[config.mk]
export PLATFORM = sky130hd
export DESIGN_NAME = rf_access_arbiter
export DESIGN_NICKNAME = d
export VERILOG_FILES = /design/src/rtl/rf_access_arbiter.sv
export SDC_FILE = /design/constraint.sdc
export NUM_CORES = 1
export LEC_CHECK = 0
export BUFFER_PORTS_ARGS = -buffer_cell sky130_fd_sc_hd__buf_2
export CELL_PAD_IN_SITES_DETAIL_PLACEMENT = 0
export CELL_PAD_IN_SITES_GLOBAL_PLACEMENT = 1
export CORE_UTILIZATION = 36
export CTS_BUF_LIST = sky130_fd_sc_hd__clkbuf_16
export DETAILED_ROUTE_END_ITERATION = 8
export MAX_ROUTING_LAYER = met4
export PLACE_DENSITY = 0.92
export SLEW_MARGIN = 20
export SYNTH_ARGS = -nofsm -noshare
export SYNTH_HDL_FRONTEND = slang
export SYNTH_SLANG_ARGS = --single-unit
[constraint.sdc]
create_clock -name clk -period 5.5 [get_ports clk]
set_input_delay 1.1 -clock clk [delete_from_list [all_inputs] [get_ports clk]]
set_output_delay 1.1 -clock clk [all_outputs]
set_load 0.05 [all_outputs]
[src/rtl/rf_access_arbiter.sv]
// Round-robin valid/ready arbiter sharing one 1W/1R register file among NREQ requesters.
// Optional grant locking is compiled in with `define RFARB_LOCK_EN.
module rf_access_arbiter #(
  parameter int unsigned NREQ = 4,
  parameter int unsigned DW   = 8,
  parameter int unsigned AW   = 3
) (
  input  logic                     clk,
  input  logic                     rst,
  input  logic [NREQ-1:0]          req_valid,
  input  logic [NREQ-1:0]          req_write,
  input  logic [NREQ*AW-1:0]       req_addr,
  input  logic [NREQ*DW-1:0]       req_wdata,
  input  logic [NREQ-1:0]          req_lock,
  output logic [NREQ-1:0]          req_ready,
  output logic                     rf_WE,
  output logic [AW-1:0]            rf_WA,
  output logic [DW-1:0]            rf_I,
  output logic                     rf_RE,
  output logic [AW-1:0]            rf_RA,
  input  logic [DW-1:0]            rf_O,
  output logic                     rsp_valid,
  output logic [$clog2(NREQ)-1:0]  rsp_id,
  output logic [DW-1:0]            rsp_data
);

  localparam int unsigned IDW = $clog2(NREQ);

  logic [IDW-1:0]  ptr;
  logic [IDW-1:0]  ptr_nxt;
  logic [IDW-1:0]  gnt_idx;
  logic            accept;
  logic [NREQ-1:0] elig;
  logic            sel_write;
  logic [AW-1:0]   sel_addr;
  logic [DW-1:0]   sel_wdata;

  logic            cmd_valid;
  logic            cmd_write;
  logic [IDW-1:0]  cmd_id;

`ifdef RFARB_LOCK_EN
  typedef enum logic {UNLOCKED, LOCKED} lock_state_t;

  lock_state_t    lock_state, lock_state_nxt;
  logic [IDW-1:0] owner, owner_nxt;

  // While locked only the owner is eligible, even when it is idle.
  assign elig = (lock_state == LOCKED) ? (req_valid & (NREQ'(1) << owner)) : req_valid;

  always_ff @(posedge clk) begin
    if (rst) begin
      lock_state <= UNLOCKED;
      owner      <= '0;
    end else begin
      lock_state <= lock_state_nxt;
      owner      <= owner_nxt;
    end
  end

  always_comb begin
    lock_state_nxt = lock_state;
    owner_nxt      = owner;
    if (accept) begin
      if (req_lock[gnt_idx]) begin
        lock_state_nxt = LOCKED;
        owner_nxt      = gnt_idx;
      end else begin
        lock_state_nxt = UNLOCKED;
      end
    end
  end
`else
  logic unused_lock;
  assign unused_lock = ^req_lock;
  assign elig        = req_valid;
`endif

  // Rotating priority search starting at ptr.
  always_comb begin : arb
    int unsigned j;
    req_ready = '0;
    gnt_idx   = '0;
    accept    = 1'b0;
    j         = 0;
    if (!rst) begin
      for (int unsigned i = 0; i < NREQ; i++) begin
        j = 32'(ptr) + i;
        if (j >= NREQ) j = j - NREQ;
        if (!accept && elig[IDW'(j)]) begin
          accept              = 1'b1;
          gnt_idx             = IDW'(j);
          req_ready[IDW'(j)]  = 1'b1;
        end
      end
    end
  end

  assign ptr_nxt   = (gnt_idx == IDW'(NREQ - 1)) ? '0 : gnt_idx + IDW'(1);
  assign sel_write = req_write[gnt_idx];
  assign sel_addr  = req_addr[gnt_idx*AW +: AW];
  assign sel_wdata = req_wdata[gnt_idx*DW +: DW];

  // Strobes are gated by rst so an in-flight command never reaches the register file.
  assign rf_WE = cmd_valid &  cmd_write & ~rst;
  assign rf_RE = cmd_valid & ~cmd_write & ~rst;

  always_ff @(posedge clk) begin
    if (rst) begin
      ptr       <= '0;
      cmd_valid <= 1'b0;
      cmd_write <= 1'b0;
      cmd_id    <= '0;
      rf_WA     <= '0;
      rf_I      <= '0;
      rf_RA     <= '0;
      rsp_valid <= 1'b0;
      rsp_id    <= '0;
      rsp_data  <= '0;
    end else begin
      cmd_valid <= accept;
      if (accept) begin
        ptr       <= ptr_nxt;
        cmd_write <= sel_write;
        cmd_id    <= gnt_idx;
        // Address/data registers only load for their own direction, so idle cycles hold them.
        if (sel_write) begin
          rf_WA <= sel_addr;
          rf_I  <= sel_wdata;
        end else begin
          rf_RA <= sel_addr;
        end
      end
      rsp_valid <= rf_RE;
      if (rf_RE) begin
        rsp_data <= rf_O;
        rsp_id   <= cmd_id;
      end
    end
  end

endmodule

# Word-level counts from Yosys, hierarchy flattened
# Index checks and enable logic that the tools add are counted.
[op_classes] muxes=48 bitwise_logic=10 n_eq_ne=1 n_lt_le_gt_ge=13 addsub=8 div_mod_pow=0 reduce_logical=12 n_shift=2 n_mul=1
[ops] operator="2-to-1 mux 4 bit" n=8
[ops] operator="indexed part select 32 x 6 -> 8 bit" n=1
[ops] operator="2-to-1 mux 2 bit" n=14
[ops] operator="2-to-1 mux 1 bit" n=17
[ops] operator="< comparator 2 x 3 -> 1 bit (second input constant)" n=5
[ops] operator="bitwise OR 4 bit" n=3
[ops] operator="indexed part select 12 x 5 -> 3 bit" n=1
[ops] operator="binary-select mux 1 bit (select 2 bit)" n=5
[ops] operator=">= comparator 3 bit (second input constant)" n=3
[ops] operator="demux 1 bit (select 2 bit)" n=4
[ops] operator=">= comparator 2 x 1 -> 1 bit (second input constant)" n=4
[ops] operator="subtractor 2 x 1 -> 2 bit (second input constant)" n=4
[ops] operator="logical AND 1 bit" n=7
[ops] operator="adder 2 x 2 -> 3 bit (second input constant)" n=2
[ops] operator="AND 1 bit" n=4
[ops] operator="multiplier 2 x 2 -> 4 bit (second input constant)" n=1
[ops] operator="AND reduction 2 bit" n=2
[ops] operator="adder 2 x 1 -> 3 bit (second input constant)" n=1
[ops] operator=">= comparator 2 x 3 -> 1 bit (second input constant)" n=1
[ops] operator="zero test 1 bit" n=3
[ops] operator="inverter 1 bit" n=3
[ops] operator="adder 2 x 1 -> 2 bit (second input constant)" n=1
[ops] operator="== test 2 bit (second input constant)" n=1
[totals] reg_bits=31 out_inout_bits=31 n_memories=0 input_bits=66 elab_cells=105 mem_bits_ro=0 mem_bits_rw=0 latch_bits=0

# Longest topological paths before layout
# Gate-level depths: netlist of the first run.
[depth] depth_word=23 mapped_depth=13 depth_no_buf=9

# Worst setup path after synthesis of the first run
# Ideal clock, no wire load.
[synth_path] path_kind="input to output" start="input port req_valid[2]" end="output port req_ready[0]" n_path_buf=1 stages=7 arrival_ps=3015 setup_slack_ps=1385 required_ps=4400 path_cell_list="buf_2 -> mux2i_1 -> mux2i_1 -> a211oi_1 -> a22o_1 -> mux2i_1 -> a21oi_1"
[synth_between] elab_chain_cells=16 elab_cells_between_ends=31 classes_between="mux (22); bitwise (3); reduce/logical (6)"
[synth_rtl] item="start: declaration" line="10" rtl="input logic [NREQ-1:0] req_valid,"
[synth_rtl] item="binary-select mux 1 bit (select 2 bit)" line="90" rtl="if (!accept && elig[IDW'(j)]) begin"
[synth_rtl] item="2-to-1 mux 1 bit (not written as such)" line="90"
[synth_rtl] item="2-to-1 mux 1 bit" line="90"
[synth_rtl] item="2-to-1 mux 1 bit" line="86" rtl="if (!rst) begin"
[synth_rtl] item="zero test 1 bit" line="90"
[synth_rtl] item="logical AND 1 bit" line="90"
[synth_rtl] item="2-to-1 mux 1 bit" line="90"
[synth_rtl] item="2-to-1 mux 1 bit" line="86"
[synth_rtl] item="zero test 1 bit" line="90"
[synth_rtl] item="logical AND 1 bit" line="90"
[synth_rtl] item="2-to-1 mux 1 bit" line="90"
[synth_rtl] item="2-to-1 mux 1 bit" line="86"
[synth_rtl] item="zero test 1 bit" line="90"
[synth_rtl] item="logical AND 1 bit" line="90"
[synth_rtl] item="2-to-1 mux 4 bit *" line="90"
[synth_rtl] item="2-to-1 mux 4 bit *" line="86"
[synth_rtl] item="end: declaration" line="15" rtl="output logic [NREQ-1:0] req_ready,"
# Every way passes the cells marked *; elsewhere a longest branch is shown, timed or not. The select of a mux whose other input is x is not followed.

# Worst setup path in the final report of the first run
[layout_path] start="register ptr[0]" end="output port req_ready[1]"
[layout_between] elab_chain_cells=19 elab_cells_between_ends=70 classes_between="add/sub (7); order compare (12); mux (38); bitwise (3); reduce/logical (10)"
[layout_rtl] item="start: declaration" line="29" rtl="logic [IDW-1:0] ptr;"
[layout_rtl] item="start signal: assignment" line="123" rtl="ptr <= ptr_nxt;"
[layout_rtl] item="parallel branches: the longest is 17 deep, another holds adder 2 x 1 -> 3 bit"
[layout_rtl] item="2-to-1 mux 4 bit *" line="90"
[layout_rtl] item="2-to-1 mux 4 bit *" line="86"
# Mark *: on every way between the ends. The select of a mux whose other input is x is not followed.

==> impl_metrics.tcl, run 1 <==
set metrics [dict create \
    seq_area_sq_um 621 \
    power.share.sequential_pct 23.3 \
    synth_area_sq_um 2100 \
    setup_viol 0 \
    netlist.top_cell.by_area "dfxtp_1" \
    postSynthCellCount 227 \
    yosysWarnings 0 \
    cp.arrival_ns 3.40 \
    initial_core_util_pct 37.8 \
    num-nets-final 386 \
    sw_frac_of_total_pct 44.9 \
    tightest_slew_ns 0.693 \
    path_class "flip-flop to primary output" \
    cap_violations 0 \
    max_freq_ghz 0.222 \
    post-route-util_pct 49.0 \
    cp-end-kind "primary output" \
    wl_per_cell_um 13.1 \
    antenna_found_initial 0 \
    power.density_nw_per_um2 541 \
    cts_made_buffers 5 \
    pin_count 97 \
    clk_pin_slew_ns 0.05 \
    grt_start_max_net_pins 23 \
    p_leak_nw 1.40 \
    wl_mm 5.03 \
    grt_overflow_total 0 \
    comb_power_share_pct 56.1 \
    synth-seq-area-share_pct 29.5 \
    die_x_um 78.5 \
    ctsResizeCount 0 \
    vias_per_cell 4.97 \
    syn_area_per_cell_sq_um 9.27 \
    total_power_mw 1.48 \
    crit_fanout 15 \
    coreArea_sq_um 5570 \
    hold_buffers 0 \
    die-area_sq_um 6160 \
    cpPeakStageDelay_ns 0.68 \
    setup_total_negative_slack_ns 0 \
    dpl-instance-area_sq_um 2570 \
    layout-drive-gt1-share_pct 40.9 \
    status "finished, final reports clean" \
    cpMostUsedCell "mux2i_1" \
    area_growth_pct 29.8 \
    p_clk_share_pct 20.5 \
    min_path_type "flip-flop to flip-flop" \
    fp.dieH_um 78.5 \
    postCtsSetupBuffers 0 \
    ctsLongestPathBuffers 2 \
    post-dp-hpwl_mm 3.80 \
    rows 27 \
    max_slew_margin_pct 53.7 \
    start_kind "flip-flop" \
    stdcell_count 385 \
    drt_iter0_drc 88 \
    synth_nets 301 \
    clock_skew_ns 0.00277 \
    worstPathCellList "inv_2 -> ha_1 -> mux2i_1 -> mux2i_1 -> a211oi_1 -> a22o_1 -> mux2i_1 -> a21oi_1 -> buf_2" \
    fin_crit_ns 4.50 \
    synth-edff-count 0 \
    drv_slew 0 \
    rsz0062_at_grt "false" \
    postLayoutCellArea_sq_um 2730 \
    synth-seq-cells 31 \
    hold_viol_final 0 \
    gp_congestion 0.758 \
    grt_pass1_wl_mm 8.28 \
    async_flop_share_pct 0 \
    drtPass1Iterations 4 \
    track_usage_pct 17.7 \
    drc_errors 0 \
    diodes 0 \
    power.switching_uw 663 \
    yosys-top-cells-area "dfxtp_1 (29%), mux2i_1 (17%), mux2_2 (8.6%)" \
    clk_latency_ns 0.27 \
    cp.required_ns 4.40 \
    irDropWorstVdd_mv 0.248 \
    critPathTopFamily "compound AO/OA/AOI/OAI gates" \
    synth_cell_types 44 \
    ant_nets 0 \
    cts.sinks 31 \
    multi_input_comb_area_sq_um 1370 \
    h-tree-depth 2 \
    grt_pass1_vias 1788 \
    port_buffers 92 \
    cts-root-buf "clkbuf_16" \
    crit_buf_inv 2 \
    cpMaxStageDelayCell "dfxtp_1" \
    fin_crit_sh_pct 81.8 \
    synth_top_area_share_pct 29.5 \
    p_int_uw 815 \
    placed_cells 377 \
    dr_total_vias 1912 \
    cts_tree "yes" \
    synth_ff_type "dfxtp_1" \
    fillCellCount 547 \
]
state kept, by name (all words and copies together) (netlist names):
register and count:
rsp_id 2, cmd_id 2, rf_I 8, rf_WA 3
cmd_valid 1, rsp_data 8, rf_RA 3, cmd_write 1
ptr 2, rsp_valid 1
power groups by stage:
stage	sequential (mW)	combinational [mW]	clock, mW
floorplan	0.519	0.524	0
global placement	0.347	0.819	0
detailed placement	0.349	0.833	0
CTS	0.346	0.835	0.308
global route	0.357	0.900	0.317
finish	0.345	0.830	0.304
kinds of logic after synthesis:
group                    after synthesis  share of synthesized area [%]
adder cells (fa/ha/maj)                8                           4.76
multiplexers                          55                           29.5
buffers and inverters                 20                           5.65
AO/OA/AOI/OAI                         35                           12.2
AND/OR/NAND/NOR                       78                           18.4
flip-flops                            31                           29.5
cell usage after synthesis, types with 2 or more instances:
cell	n
nand2_1	43
mux2i_1	35
dfxtp_1	31
mux2_2	16
o21ai_0	10
ha_1	8
clkbuf_1	7
nor2b_1	7
a21oi_1	6
buf_6	5
nor2_1	5
a22o_1	4
inv_1	4
nand3_1	4
and3_1	3
nor3_1	3
o211ai_1	3
a2111oi_2	2
a211oi_1	2
buf_2	2
mux4_1	2
nor3b_1	2
or3b_1	2
final timing paths:
path	start	endpoint	slack, ns	cells past startpoint
setup / recovery	ptr[0]	req_ready[1]	1.0	9
setup reg to reg	ptr[0]	rf_RA[2]	1.74	9
hold / removal	cmd_id[1]	cmd_id[1]	0.44	2
hold reg to reg	cmd_id[1]	cmd_id[1]	0.44	2
metrics by stage:
step / setup slack (ns) / hold WS (ns)
6_report: 0.999 / 0.442
5_1_grt: 0.694 / 0.471
4_1_cts: 0.986 / 0.446
3_5_place_dp: 1.29 / 0.438
3_3_place_gp: 1.36 / 0.436
2_1_floorplan: 1.39 / 0.423
placed cells by master (no fill, tap or decap), drive strengths merged, types with 4 or more instances in the layout:
cell type / n
inv: 5
mux2: 17
mux2i: 35
nand3: 4
nand2: 45
nor2: 5
a21oi: 6
clkbuf: 5
dfxtp: 31
o21ai: 11
a22o: 4
buf: 93
ha: 8
nor2b: 7
area by class of cell:
| class | instances | share of cell area [%] |
|---|---|---|
| Clock inverter | 3 | 1.42 |
| Inverter | 5 | 0.687 |
| Multi-Input combinational cell | 176 | 50.2 |
| Tap cell | 72 | 3.30 |
| Clock buffer | 5 | 4.58 |
| Timing Repair Buffer | 93 | 17.1 |
| Sequential cell | 31 | 22.7 |
worst min-delay path, delay by kind of cell (launching register included):
family,cells,cell delay [ns]
flops,1,0.30
simple gates,2,0.09
layer usage:
| layer | up-vias | routed length, um | global-route usage, % |
|---|---|---|---|
| met5 | - | 0 | - |
| met2 | 63 | 2430 | 30.2 |
| met1 | 866 | 2220 | 19.9 |
| met3 | 5 | 335 | 5.35 |
| li1 | 978 | - | - |
| met4 | 0 | 40 | 5.00 |
(Power assumes the default switching activity.)
==> run 2: changes to the inputs <==
Settings changed: ABC_AREA from default to 1, CORE_UTILIZATION 36 to 29, PLACE_DENSITY 0.92 to 0.84.
Clock period 5.5 ns to 4 ns, I/O delays scaled along.
==> impl_metrics.tcl, run 2 <==
set metrics [dict create \
    status "finished, final reports clean" \
    h-tree-depth 2 \
    crit_fanout 13 \
    wl_met1_mm 2.66 \
    cts_tree "yes" \
    min_path_type "flip-flop to flip-flop" \
    port_buffers 92 \
    dr_total_vias 2322 \
    synth_xor_area_share_pct 0 \
    final_common_cell "nand2_1" \
    total_power_mw 2.42 \
    yosys.area_share.simple_pct 37.4 \
    grt_overflow_total 0 \
    drv_slew 0 \
    area_growth_pct 28.7 \
    synth_fa_ha_area_share_pct 4.46 \
    post-route-util_pct 39.2 \
    max_freq_ghz 0.289 \
    synthTopCellsByCount "nand2_1 (118), inv_1 (62), dfxtp_1 (31), nor2_1 (29), o211ai_1 (23)" \
    synth-seq-area-share_pct 27.7 \
    ctsResizeCount 0 \
    start_kind "flip-flop" \
    ctsLongestPathBuffers 2 \
    wl_per_cell_um 10.4 \
    synth-seq-cells 31 \
    fin_crit_sh_pct 86.4 \
    yosys-top-cells-area "dfxtp_1 (28%), nand2_1 (20%), inv_1 (10%)" \
    synth_cell_types 28 \
    max_slew_margin_pct 58.5 \
    irDropWorstVdd_mv 0.221 \
    postSynthCellCount 351 \
    final_cell_mix "nand2_1 (118), buf_2 (92), inv_1 (62)" \
    rrSetupSlack_ns 0.89 \
    layout-drive-gt1-share_pct 29.1 \
    clock_skew_ns 0.00264 \
    synth_nets 425 \
    post-dp-hpwl_mm 4.35 \
    synth_area_sq_um 2240 \
    place_ws_ns 0.815 \
    r2r_cells 15 \
    synth_compound_area_share_pct 14.6 \
    drt_iter0_drc 134 \
    cp.arrival_ns 2.66 \
    route.met3.wl_um 354 \
    ant_nets 0 \
    drtPass1Iterations 4 \
    setup_viol 0 \
    top_layer "met4" \
    path_class "flip-flop to primary output" \
    min_to "rsp_id[0]" \
    cp-end-kind "primary output" \
    synth_top_family_by_area "simple AND/OR/NAND/NOR gates" \
    p_leak_nw 1.64 \
    async_flop_share_pct 0 \
    setup_total_negative_slack_ns 0 \
    yosysWarnings 0 \
    grt_pass1_vias 2098 \
    hold_viol_final 0 \
    rr_endpoint "rf_I[4]" \
    synth_mux_area_share_pct 0 \
    timing.rr.start "ptr[0]" \
    die-area_sq_um 8090 \
    fp.dieH_um 89.9 \
    synth_ff_type "dfxtp_1" \
    drc_errors 0 \
    coreArea_sq_um 7370 \
    fin_crit_ns 3.46 \
    power.density_nw_per_um2 839 \
    cp.required_ns 3.20 \
    antenna_found_initial 0 \
    track_usage_pct 14.7 \
    vias_per_cell 4.33 \
    clk_latency_ns 0.27 \
    largest_registers "rf_I (8), rsp_data (8)" \
    cts.sinks 31 \
    pin_count 97 \
    die_x_um 89.9 \
    grt_pass1_wl_mm 9.53 \
    diodes 0 \
    hold_depth 2 \
    postCtsSetupBuffers 0 \
    num-nets-final 510 \
    clk_pin_slew_ns 0.05 \
    routed-wl-met2_mm 2.50 \
    gp_congestion 0.804 \
    synth_top_area_share_pct 27.7 \
    fillCellCount 817 \
    cap_violations 0 \
    initial_core_util_pct 30.4 \
    rows 31 \
    syn_area_per_cell_sq_um 6.39 \
    netlist.top_cell.by_area "dfxtp_1" \
    hold_start "cmd_id[0]" \
    rsz0062_at_grt "false" \
    hold_buffers 0 \
    cts-root-buf "clkbuf_16" \
    tightest_slew_ns 0.623 \
    grt_start_max_net_pins 53 \
    worst_slack_ns 0.543 \
    cts_made_buffers 5 \
    synth_most_common_cell "nand2_1" \
    wl_mm 5.59 \
    synth-edff-count 0 \
]
-- run 2: cell types whose count changed in the layout (fill, tap and decap cells not counted), moves of 4 or more --
cell | previous run | this run
o21ai_0 | 10 | 14
nand3_2 | 0 | 7
nor2_1 | 5 | 29
inv_1 | 4 | 62
mux2i_1 | 35 | 0
mux2_2 | 16 | 0
o211ai_1 | 3 | 23
a22o_1 | 4 | 0
nand2_1 | 43 | 118
nand4_1 | 0 | 7
nor2b_1 | 7 | 0
-- run 2: cell type report --
cell class	count	area [sq um]	share of cell area, %
clock inverters	3	20.0	0.694
clock buffers	5	125	4.33
multi-input cells	239	1270	44.1
well taps	99	124	4.29
inverters	65	249	8.63
flip-flops and latches	31	621	21.5
repair buffers	94	475	16.5
-- run 2: cells by family (layout without fill, tap and decap cells) --
logic type      Yosys count  after routing
simple gates            181            181
buf+inv                  81            167
fa+ha+maj                 8              8
flops                    31             31
compound gates           50             50
-- run 2: worst max-delay path, stage by stage (launching register included) --
cell and delay, ns:
dfxtp_1 0.65, inv_4 0.14, ha_1 0.39, inv_1 0.09, nand3_2 0.10, nand2_4 0.09
nor2_2 0.20, inv_1 0.08, o22ai_1 0.13, a21oi_1 0.05, o21ai_0 0.08, nand2_1 0.07
inv_1 0.06, buf_2 0.25
-- run 2: routing by layer --
layer  GRT usage [%]  vias to the layer above
met3            3.13                        8
met5               -                        -
met1            18.9                      970
met2            22.4                       76
met4            5.91                        0
li1                -                     1268
-- run 2: worst max-delay path by stage --
stage,endpoint,start
6_report,req_ready[2],ptr[0]
5_1_grt,req_ready[2],ptr[0]
4_1_cts,req_ready[2],ptr[0]
3_5_place_dp,req_ready[2],ptr[0]
3_3_place_gp,req_ready[2],ptr[0]
2_1_floorplan,req_ready[1],ptr[1]
-- run 2: stage by stage --
| step | hold slack [ns] | instance area, sq um | std cells |
|---|---|---|---|
| floorplan | 0.422 | 2240 | 351 |
| global placement | 0.451 | 2740 | 528 |
| detailed placement | 0.453 | 2740 | 528 |
| CTS | 0.466 | 2890 | 536 |
| global route | 0.478 | 2890 | 536 |
| finish | 0.467 | 2890 | 536 |
-- run 2: report_power, final --
part,switching (mW),internal (mW),total [mW]
Combinational,1.13,0.434,1.56
Sequential,0.0777,0.422,0.500
Clock,0.133,0.229,0.361
==> run 3: changes to the inputs <==
Clock period 4 ns to 3 ns, I/O delays scaled along.
==> impl_metrics.tcl, run 3 (synthesis gave the netlist of run 2 again) <==
set metrics [dict create \
    status "finished, final reports clean" \
    rr_endpoint "rf_I[3]" \
    start_kind "flip-flop" \
    grt_start_max_net_pins 45 \
    rsz0062_at_grt "false" \
    drt_iter0_drc 118 \
    dr_total_vias 2296 \
    port_buffers 92 \
    track_usage_pct 14.7 \
    hold_depth 2 \
    irDropWorstVdd_mv 0.402 \
    drc_errors 0 \
    postCtsSetupBuffers 0 \
    max_freq_ghz 0.357 \
    antenna_found_initial 0 \
    layout-drive-gt1-share_pct 29.6 \
    setup_total_negative_slack_ns 0 \
    rows 31 \
    dpl-instance-area_sq_um 2790 \
    crit_fanout 9 \
    rrSetupSlack_ns 0.49 \
    tightest_slew_ns 0.322 \
    initial_core_util_pct 30.4 \
    cp-end-kind "primary output" \
    gp_congestion 0.800 \
    gr-usage-met1_pct 19.7 \
    final_cell_mix "nand2_1 (118), buf_2 (91), inv_1 (62)" \
    seq_area_sq_um 621 \
    cts_made_buffers 5 \
    cts-root-buf "clkbuf_16" \
    setup_viol 0 \
    pin_count 97 \
    final_common_cell "nand2_1" \
    fin_crit_sh_pct 93.3 \
    timing.rr.start "ptr[0]" \
    area_growth_pct 32.1 \
    vias_per_cell 4.24 \
    fp.dieH_um 89.9 \
    drtPass1Iterations 4 \
    power.density_nw_per_um2 1140 \
    post-route-util_pct 40.2 \
    worst_slack_ns 0.200 \
    ant_nets 0 \
    postLayoutCellArea_sq_um 2960 \
    die_x_um 89.9 \
    max_slew_margin_pct 78.5 \
    min_to "rsp_id[0]" \
    grt.met2_usage_pct 23.1 \
    post-dp-hpwl_mm 4.39 \
    grt-busiest-layer "met2" \
    clk_latency_ns 0.27 \
    clock_skew_ns 0.00366 \
    drv_slew 0 \
    hold_viol_final 0 \
    hold_start "cmd_id[0]" \
    grt_pass1_vias 2097 \
    cts_tree "yes" \
    multi_input_comb_area_sq_um 1280 \
    wl_per_cell_um 10.5 \
    diodes 0 \
    fillCellCount 791 \
    grt_util_met3_pct 2.20 \
    cts.sinks 31 \
    largest_registers "rf_I (8), rsp_data (8)" \
    path_class "flip-flop to primary output" \
    p_leak_nw 1.69 \
    cp.required_ns 2.40 \
    h-tree-depth 2 \
    cap_violations 0 \
    min_path_type "flip-flop to flip-flop" \
    num-nets-final 515 \
    grt_pass1_wl_mm 9.64 \
    r2r_cells 14 \
    cp.arrival_ns 2.20 \
    wl_mm 5.66 \
    ctsLongestPathBuffers 2 \
    clk_pin_slew_ns 0.05 \
    fin_crit_ns 2.80 \
    place_ws_ns 0.400 \
    die-area_sq_um 8090 \
    coreArea_sq_um 7370 \
    grt_overflow_total 0 \
]
run 3: critical path, cell delays in order, from the launching register on:
cell and delay, ns:
dfxtp_1 0.37, inv_4 0.08, ha_1 0.36, inv_1 0.08
nand3_2 0.09, nand2_4 0.09, nor2_4 0.17, inv_1 0.07
o22ai_1 0.10, a21oi_1 0.05, o21ai_0 0.08, nand2_1 0.07
inv_1 0.05, buf_2 0.25
run 3: how the worst max path moves through the flow:
stage               slack, ns    from           end  depth (start not counted)
floorplan                0.42  ptr[1]  req_ready[1]                         12
global placement         0.46  ptr[0]  req_ready[1]                         13
detailed placement       0.40  ptr[0]  req_ready[1]                         13
CTS                      0.11  ptr[0]  req_ready[1]                         13
global route             0.04  ptr[0]  req_ready[1]                         13
finish                   0.20  ptr[0]  req_ready[2]                         13
run 3: layer usage:
layer / share of wire (%) / wire (um) / vias up
met3: 4.7 / 265 / 2
met4: 0.39 / 22 / 0
met5: 0 / 0 / -
li1: - / - / 1278
met1: 51 / 2900 / 954
met2: 44 / 2480 / 62
run 3: power breakdown:
part	total [mW]	internal [mW]	switching, mW	leakage, nW
registers	0.634	0.563	0.0709	0.256
clock network	0.552	0.386	0.166	0.0812
logic	2.20	0.636	1.57	1.35
run 3: cell type report:
type,instances,share of cell area [%]
well taps,99,4.18
repair buffers,99,17.8
clock buffers,5,4.22
inverters,65,8.40
clock inverters,3,1.31
multi-input cells,239,43.1
flip-flops and latches,31,20.9
run 3: through the flow:
stage          power [mW]  instances  hold WS (ns)
5_1_grt              3.68        541         0.494
6_report             3.39        541         0.473
2_1_floorplan        2.42        351         0.422
3_5_place_dp         2.84        533         0.461
3_3_place_gp         2.81        533         0.458
4_1_cts              3.40        541         0.473
run 3: timing repair:
item	4_1_cts	5_1_grt
resized for setup	0	2
hold buffers	0	0
endpoints found under the setup margin	0	1
